`src/rtl/maxpool_ctrl.sv`:
```
// Sequences the registered sign-magnitude max/ReLU unit over KxK windows
// of a row-major feature map and writes one pooled value per output.
module maxpool_ctrl #(
    parameter int K      = 2,
    parameter int S      = 2,
    parameter int DIM_W  = 8,
    parameter int ADDR_W = 16
) (
    input  logic              clk,
    input  logic              rst,
    input  logic              start,
    input  logic [DIM_W-1:0]  cfg_w,
    input  logic [DIM_W-1:0]  cfg_h,
    input  logic [ADDR_W-1:0] cfg_in_base,
    input  logic [ADDR_W-1:0] cfg_out_base,
    output logic              rd_en,
    output logic [ADDR_W-1:0] rd_addr,
    input  logic [31:0]       rd_data,
    output logic [31:0]       mx_i1,
    output logic [31:0]       mx_i2,
    output logic              mx_en,
    input  logic [31:0]       mx_result,
    output logic              wr_en,
    output logic [ADDR_W-1:0] wr_addr,
    output logic [31:0]       wr_data,
    output logic              busy,
    output logic              done
);

    typedef enum logic [2:0] {IDLE, RD, CMP, ACC, WR, DONE} state_t;

    state_t            state_q;
    logic [DIM_W-1:0]  w_q, ow_q, oh_q;
    logic [DIM_W-1:0]  ox_q, oy_q, kx_q, ky_q;
    logic [ADDR_W-1:0] in_base_q, out_base_q, oidx_q;
    logic [31:0]       acc_q;
    logic              rd_en_q, mx_en_q, wr_en_q, busy_q, done_q;
    logic [ADDR_W-1:0] rd_addr_q, wr_addr_q;
    logic [31:0]       mx_i2_q, wr_data_q;

    logic [DIM_W-1:0]  ox_d, oy_d, kx_d, ky_d;
    logic [DIM_W-1:0]  ow_d, oh_d;
    logic [ADDR_W-1:0] row_d, col_d, rd_addr_d;
    logic              last_elem, last_pos, empty;

    assign last_elem = (kx_q == DIM_W'(K - 1)) && (ky_q == DIM_W'(K - 1));
    assign last_pos  = (ox_q == ow_q - DIM_W'(1)) && (oy_q == oh_q - DIM_W'(1));
    assign empty     = (cfg_w < DIM_W'(K)) || (cfg_h < DIM_W'(K));
    assign ow_d      = (cfg_w - DIM_W'(K)) / DIM_W'(S) + DIM_W'(1);
    assign oh_d      = (cfg_h - DIM_W'(K)) / DIM_W'(S) + DIM_W'(1);

    // Counter values for the next read, so rd_addr can be registered.
    always_comb begin
        ox_d = ox_q;
        oy_d = oy_q;
        kx_d = kx_q;
        ky_d = ky_q;
        if (state_q == ACC) begin
            if (kx_q == DIM_W'(K - 1)) begin
                kx_d = '0;
                ky_d = ky_q + DIM_W'(1);
            end else begin
                kx_d = kx_q + DIM_W'(1);
            end
        end else if (state_q == WR) begin
            kx_d = '0;
            ky_d = '0;
            if (ox_q == ow_q - DIM_W'(1)) begin
                ox_d = '0;
                oy_d = oy_q + DIM_W'(1);
            end else begin
                ox_d = ox_q + DIM_W'(1);
            end
        end
        row_d = ADDR_W'(oy_d) * ADDR_W'(S) + ADDR_W'(ky_d);
        col_d = ADDR_W'(ox_d) * ADDR_W'(S) + ADDR_W'(kx_d);
        rd_addr_d = in_base_q + row_d * ADDR_W'(w_q) + col_d;
    end

    always_ff @(posedge clk) begin
        if (rst) begin
            state_q    <= IDLE;
            w_q        <= '0;
            ow_q       <= '0;
            oh_q       <= '0;
            ox_q       <= '0;
            oy_q       <= '0;
            kx_q       <= '0;
            ky_q       <= '0;
            in_base_q  <= '0;
            out_base_q <= '0;
            oidx_q     <= '0;
            acc_q      <= '0;
            rd_en_q    <= 1'b0;
            rd_addr_q  <= '0;
            mx_en_q    <= 1'b0;
            mx_i2_q    <= '0;
            wr_en_q    <= 1'b0;
            wr_addr_q  <= '0;
            wr_data_q  <= '0;
            busy_q     <= 1'b0;
            done_q     <= 1'b0;
        end else begin
            rd_en_q   <= 1'b0;
            rd_addr_q <= '0;
            mx_en_q   <= 1'b0;
            mx_i2_q   <= '0;
            wr_en_q   <= 1'b0;
            wr_addr_q <= '0;
            wr_data_q <= '0;
            done_q    <= 1'b0;
            unique case (state_q)
                IDLE: begin
                    if (start) begin
                        w_q        <= cfg_w;
                        ow_q       <= ow_d;
                        oh_q       <= oh_d;
                        in_base_q  <= cfg_in_base;
                        out_base_q <= cfg_out_base;
                        ox_q       <= '0;
                        oy_q       <= '0;
                        kx_q       <= '0;
                        ky_q       <= '0;
                        oidx_q     <= '0;
                        acc_q      <= '0;
                        if (empty) begin
                            state_q <= DONE;
                            done_q  <= 1'b1;
                        end else begin
                            state_q   <= RD;
                            rd_en_q   <= 1'b1;
                            rd_addr_q <= cfg_in_base;
                            busy_q    <= 1'b1;
                        end
                    end
                end
                RD: begin
                    state_q <= CMP;
                    mx_en_q <= 1'b1;
                    mx_i2_q <= acc_q;
                end
                CMP: state_q <= ACC;
                ACC: begin
                    acc_q <= mx_result;
                    kx_q  <= kx_d;
                    ky_q  <= ky_d;
                    if (last_elem) begin
                        state_q   <= WR;
                        wr_en_q   <= 1'b1;
                        wr_data_q <= mx_result;
                        wr_addr_q <= out_base_q + oidx_q;
                    end else begin
                        state_q   <= RD;
                        rd_en_q   <= 1'b1;
                        rd_addr_q <= rd_addr_d;
                    end
                end
                WR: begin
                    acc_q  <= '0;
                    kx_q   <= '0;
                    ky_q   <= '0;
                    ox_q   <= ox_d;
                    oy_q   <= oy_d;
                    oidx_q <= oidx_q + ADDR_W'(1);
                    if (last_pos) begin
                        state_q <= DONE;
                        done_q  <= 1'b1;
                        busy_q  <= 1'b0;
                    end else begin
                        state_q   <= RD;
                        rd_en_q   <= 1'b1;
                        rd_addr_q <= rd_addr_d;
                    end
                end
                DONE: state_q <= IDLE;
                default: state_q <= IDLE;
            endcase
        end
    end

    // Read data only arrives in the compare cycle, so i1 bypasses the registers.
    assign mx_i1   = mx_en_q ? rd_data : '0;
    assign mx_i2   = mx_i2_q;
    assign mx_en   = mx_en_q;
    assign rd_en   = rd_en_q;
    assign rd_addr = rd_addr_q;
    assign wr_en   = wr_en_q;
    assign wr_addr = wr_addr_q;
    assign wr_data = wr_data_q;
    assign busy    = busy_q;
    assign done    = done_q;

endmodule

```
`config.mk`:
```
export PLATFORM = sky130hd
export DESIGN_NAME = maxpool_ctrl
export DESIGN_NICKNAME = d
export VERILOG_FILES = /design/src/rtl/maxpool_ctrl.sv
export SDC_FILE = /design/constraint.sdc
export NUM_CORES = 1
export LEC_CHECK = 0
export ABC_AREA = 1
export BUFFER_PORTS_ARGS = -buffer_cell sky130_fd_sc_hd__buf_2
export CAP_MARGIN = 10
export CORE_UTILIZATION = 55
export DETAILED_ROUTE_END_ITERATION = 10
export PLACE_DENSITY = 0.85
export SYNTH_ARGS = -nofsm -noshare
export SYNTH_HDL_FRONTEND = slang
export SYNTH_SLANG_ARGS = --single-unit
export TNS_END_PERCENT = 30
```
`constraint.sdc`:
```
create_clock -name clk -period 8.5 [get_ports clk]
set_clock_uncertainty 0.15 [all_clocks]
set_input_delay 1.275 -clock clk [delete_from_list [all_inputs] [get_ports clk]]
set_output_delay 1.275 -clock clk [all_outputs]
set_load 0.05 [all_outputs]
```
Word level (Yosys, flattened, before mapping). Cells that the tools add are included.

Add/subtract/negate cells: 16. $mul: 1. Divide/modulo/power cells: 0. Order comparisons: 2. Equality and inequality tests: 11. Shift operators: 0. Multiplexer cells: 47. Bitwise logic cells: 3. Reductions and logical operators: 13.

Operators by type and width (count): 2-to-1 mux 8 bit (13); one-hot mux 32 bit (3 select lines) (1); 2-to-1 mux 16 bit (5); 2-to-1 mux 32 bit (2); one-hot mux 16 bit (3 select lines) (1); one-hot mux 8 bit (3 select lines) (2); adder 16 bit (2); adder 8 x 1 -> 8 bit, second input constant (4); one-hot mux 16 bit (2 select lines) (1); one-hot mux 8 bit (2 select lines) (2); adder 9 x 8 -> 10 bit (2); adder 16 x 1 -> 16 bit, second input constant (1); adder 16 x 10 -> 16 bit (1); adder 7 x 1 -> 8 bit, second input constant (2); equality test 8 x 1 -> 1 bit, second input constant (2); equality test 8 bit (2); < comparator 8 x 2 -> 1 bit, second input constant (2); multiplier 10 x 8 -> 16 bit (1); subtractor 8 x 1 -> 8 bit, second input constant (2); subtractor 8 x 2 -> 8 bit, second input constant (2); one-hot mux 3 bit (5 select lines) (1); 2-to-1 mux 1 bit (12); 2-to-1 mux 3 bit (4); equality test 3 x 2 -> 1 bit, second input constant (2); 15 further kinds (24).

Flip-flop bits (word level): 240. Bits in latches: 0. RAM bits: 0. Bits in read-only memories: 0. Input bits: 115. Output and inout bits: 133. Logic and storage cells: 114. Memories: 0.

Depth between registers and ports, before layout.
Depth after elaboration: 11. Depth in mapped cells: 50. Gate-level depth less buffers: 50.

Worst setup path before layout. Ideal clock, no wire load.

Path type: register -> register. From: reg w_q[1]. To: reg rd_addr_q[15], in the netlist rd_addr[15]. Library setup time: 0.067 ns. Data arrival time: 7.246 ns. Data required time: 8.283 ns. Path slack: 1.037 ns. Stages on the path, launching flop included: 44. Path buffers: 0. Period minus slack after synthesis: 7.463 ns. Cell sequence: dfxtp_1 inv_2 ha_1 xor2_1 o21ai_0 nor2_4 nand2_4 nor2_8 xnor2_1 inv_1 ha_1 fa_1 nand3_1 nand3_1 nand2_1 nand2_1 nand2_1 nand2_1 [8 not listed] fa_1 inv_1 fa_1 inv_1 ha_1 a21oi_1 o21a_1 inv_1 nand2_1 o2111ai_1 nand2_1 inv_1 or2_2 a21oi_1 inv_1 nand2_1 nand3_2 a21oi_2.

Word-level cells in the longest chain between the ends: 5. Elaborated cells on any way between the ends: 6. Those cells by class: 2 x add/sub; 1 x mul; 3 x mux.

Ends and longest elaborated chain: from (decl) (line 33) `logic [DIM_W-1:0] w_q, ow_q, oh_q;`; from (signal assigned) (line 115) `w_q <= cfg_w;`; multiplier 10 x 8 -> 16 bit * (line 77) `rd_addr_d = in_base_q + row_d * ADDR_W'(w_q) + col_d;`; adder 16 bit * (line 77); adder 16 x 10 -> 16 bit * (line 77); 2-to-1 mux 16 bit, on equally long branches (line 165, 147); one-hot mux 16 bit (3 select lines) * (line 112) `unique case (state_q)`; to (signal assigned) (line 132) `rd_addr_q <= cfg_in_base;`; to (signal assigned) (line 155) `rd_addr_q <= rd_addr_d;`; to (signal assigned) (line 172) `rd_addr_q <= rd_addr_d;`; to (decl) (line 38) `logic [ADDR_W-1:0] rd_addr_q, wr_addr_q;`.

Mark *: on every way between the ends. The rest lies on a longest branch, timed or not. A chain may end at the register's enable or synchronous reset.

Worst setup path after layout.
From: reg ow_q[1]. To: reg rd_addr_q[15], in the netlist rd_addr[15].

Word-level cells in the longest chain between the ends: 11. Elaborated cells on any way between the ends: 17. Those cells by class: 5 x add/sub; 1 x mul; 1 x eq/ne; 9 x mux; 1 x reduce/logical.

Ends and longest elaborated chain: from (decl) (line 33); from (signal assigned) (line 116) `ow_q <= ow_d;`; subtractor 8 x 1 -> 8 bit * (line 47, 68); equality test 8 bit * (line 47, 68); 2-to-1 mux 8 bit (line 68) `if (ox_q == ow_q - DIM_W'(1)) begin`; 2-to-1 mux 8 bit (line 65) `end else if (state_q == WR) begin`; 2-to-1 mux 8 bit (line 58) `if (state_q == ACC) begin`; adder 9 x 8 -> 10 bit (line 75) `row_d = ADDR_W'(oy_d) * ADDR_W'(S) + ADDR_W'(ky_d);`; multiplier 10 x 8 -> 16 bit (line 77); adder 16 bit (line 77); adder 16 x 10 -> 16 bit (line 77); 2-to-1 mux 16 bit, on equally long branches (line 165, 147); one-hot mux 16 bit (3 select lines) * (line 112).

Marked as above.

==> run metrics <==
Leakage 8.63 nW; status complete, no violations; fmax 125 MHz; # rows 58; R2R Setup Slk 0.49 ns; core area 25,200 sq um; Final ANT Viol Nets 0; die area 26,300 sq um; worst r2r path cells 44; crit start category flip-flop; Final setup viols 0; CTS H-tree depth 1; flops & latches, synth 239; Layout area overhead 18.7%; largest net degree at the start of global routing 73; Nets 2,430; total grt overflow 0; Via density 5.14; max-cap check violation count 0; number of port buffers 246; syn_nets 2,183; Routability Congestion 0.892; hold path depth 2; ys async rst share 0%; clk buf depth 3; Critical Path Most Common Cell inv_1; Mean Syn Cell Area 7.38 sq um; netlist area before placement 14,100 sq um; gr usage total 26.9%; gr busiest metal met2; Cell Count, Final, Fillers Out 2,513; Die Span Y 162 um; Pins Over Slew Limit 0; DR DRC count 0; number of global-route vias before repair 12,370; fin crit period 8.01 ns; Distinct cells, synth 50; Detailed Route Iter0 Violations 1,187; RSZ-0062 raised after global routing yes; post-synthesis sequential area ratio 33.8%; yosys warns 0; reg2reg start ow_q[1]; Arr. time, crit path 8.24 ns; Setup CP Type flip-flop to flip-flop; GR Util met2 48.8%; worst-margin pin slew 1.16 ns; predominant post-synthesis flop cell dfxtp_1; synth cell count leaders 385 x inv_1, 377 x nand2_1, 239 x dfxtp_1; DR WL/cell 14.2 um; filler cell count 2,030; HP Start acc_q[27]; die width 162 um; r2r endpoint rd_addr[15]; Global Route met3 Usage 3.27%; DRT Pass-1 Iters 6; TritonCTS Buffers 26; first-pass GRT wire length 58.0 mm; antenna diode count 0; CP Capture Type flip-flop; setup TNS 0 ns; worst stage delay on the critical path 0.55 ns; top-count cell post-synth inv_1; CTS Hold Bufs 0; peak supply drop 0.000219 V; top-area cell type share of the netlist area 33.8%; Final Cycle Share 94.2%; Cells after Synth 1,916; ranking of synthesized cells by area dfxtp_1 34%, fa_1 11%, inv_1 10%; Max stage delay cell, worst path fa_1; DP HPWL 26.3 mm; pwr/cell area 210 nW/um^2; num ports 248; Worst-path clk slew 0.06 ns; antenna violations before repair 0; CTS sink count 239; CP Max Fanout 7; worst-skew pair later-pin latency 0.54 ns; Req. time, crit path 8.73 ns; CTS tree yes; clock root buffer clkbuf_16; layout cells sized above 1 17.0%; Hold Fails Final Rpt 0; final wirelength 35.7 mm; HP Class flip-flop to flip-flop; largest area contributor in the netlist dfxtp_1; Vias 12,906; placed instance count 2,459; Hold Path End mx_i2[27]; Starting Density 56.1%; Slew HR 22.4%; number of synthesized flops with an enable pin 0; met1 Use GR 32.4%
==> layout make-up <==
class                      count  area (sq um)  share of cell area [%]
clock buffer                  35           754                    4.49
clock inverter                13           208                    1.24
inverter                     396          1490                    8.86
multi-input combinational   1221          7660                    45.6
sequential                   239          4790                    28.5
tap                          330           413                    2.46
timing repair buffer         279          1480                    8.82
==> metal layers <==
metal / routed length (um) / up-vias
met5: 0 / -
li1: - / 6375
met2: 17800 / 451
met1: 14600 / 5995
met3: 2200 / 85
met4: 1130 / 0
==> how the worst max path moves through the flow <==
stage	endpoint	slack [ns]	startpoint
floorplan	rd_addr[15]	1.04	w_q[1]
global placement	rd_addr[15]	0.62	ow_q[1]
detailed placement	rd_addr[15]	0.43	ow_q[1]
CTS	rd_addr[15]	0.36	ow_q[1]
global route	rd_addr[14]	-0.03	ow_q[1]
finish	rd_addr[15]	0.49	ow_q[1]
==> power by group <==
group          switching [mW]  internal [mW]
clock network           0.469          0.776
registers              0.0879           1.22
logic                   0.684          0.293
==> per-stage QoR <==
| stage | setup WS [ns] | hold slack, ns | utilization [%] | instance area [sq um] | power [mW] |
|---|---|---|---|---|---|
| after floorplan | 1.04 | 0.258 | - | 14100 | 2.03 |
| after global placement | 0.618 | 0.262 | 62.6 | 15800 | 2.27 |
| after detailed placement | 0.428 | 0.265 | 62.6 | 15800 | 2.30 |
| after CTS | 0.357 | 0.276 | 66.4 | 16700 | 3.55 |
| after global routing | -0.0255 | 0.295 | 66.7 | 16800 | 3.73 |
| final | 0.494 | 0.274 | 66.7 | 16800 | 3.53 |
==> layout by cell type, fill, tap and decap left out, types with 4 or more instances in the layout <==
master / n
inv_1: 385
nand2_1: 377
buf_2: 245
dfxtp_1: 238
nor2_1: 210
a21oi_1: 145
o21ai_0: 86
fa_1: 77
ha_1: 74
nand3_1: 47
xor2_1: 43
buf_4: 34
nor3_1: 27
clkbuf_16: 26
xnor2_1: 24
or2_2: 10
nand4_1: 10
o22ai_1: 9
nand3_2: 8
inv_2: 7
o21bai_1: 7
clkbuf_8: 7
clkinv_2: 6
o21a_1: 6
a22oi_1: 6
nor2_4: 5
nand2_2: 5
nand3b_1: 5
a211oi_1: 5
a221oi_1: 5
bufinv_16: 5
o21ai_1: 4
==> kinds of logic after synthesis <==
| group | synth area share (%) |
|---|---|
| compound gates | 11.0 |
| xor+xnor | 4.15 |
| fa+ha+maj | 17.6 |
| buf+inv | 12.1 |
| flops | 33.8 |
| simple gates | 21.3 |
==> state kept, by name (all words and copies together), names as in the netlist, 16 cells and up <==
signal      count
oidx_q         16
acc_q          32
in_base_q      16
wr_addr        16
mx_i2          32
out_base_q     16
rd_addr        16
wr_data        32
==> critical path, delay by kind of cell, from the launching register on <==
family / cells / cell delay, ns
buffers and inverters: 10 / 0.73
flip-flops: 1 / 0.34
AO/OA/AOI/OAI: 8 / 1.12
XOR/XNOR: 1 / 0.26
adder cells (fa/ha/maj): 8 / 3.43
AND/OR/NAND/NOR: 17 / 1.83
==> timing repair <==
| action | in CTS | in global routing |
|---|---|---|
| resized for setup | 0 | 4 |
| endpoints found under the setup margin | 0 | 2 |
| buffers inserted | 0 | 6 |
Note: power is estimated with default switching activity, not from simulation.
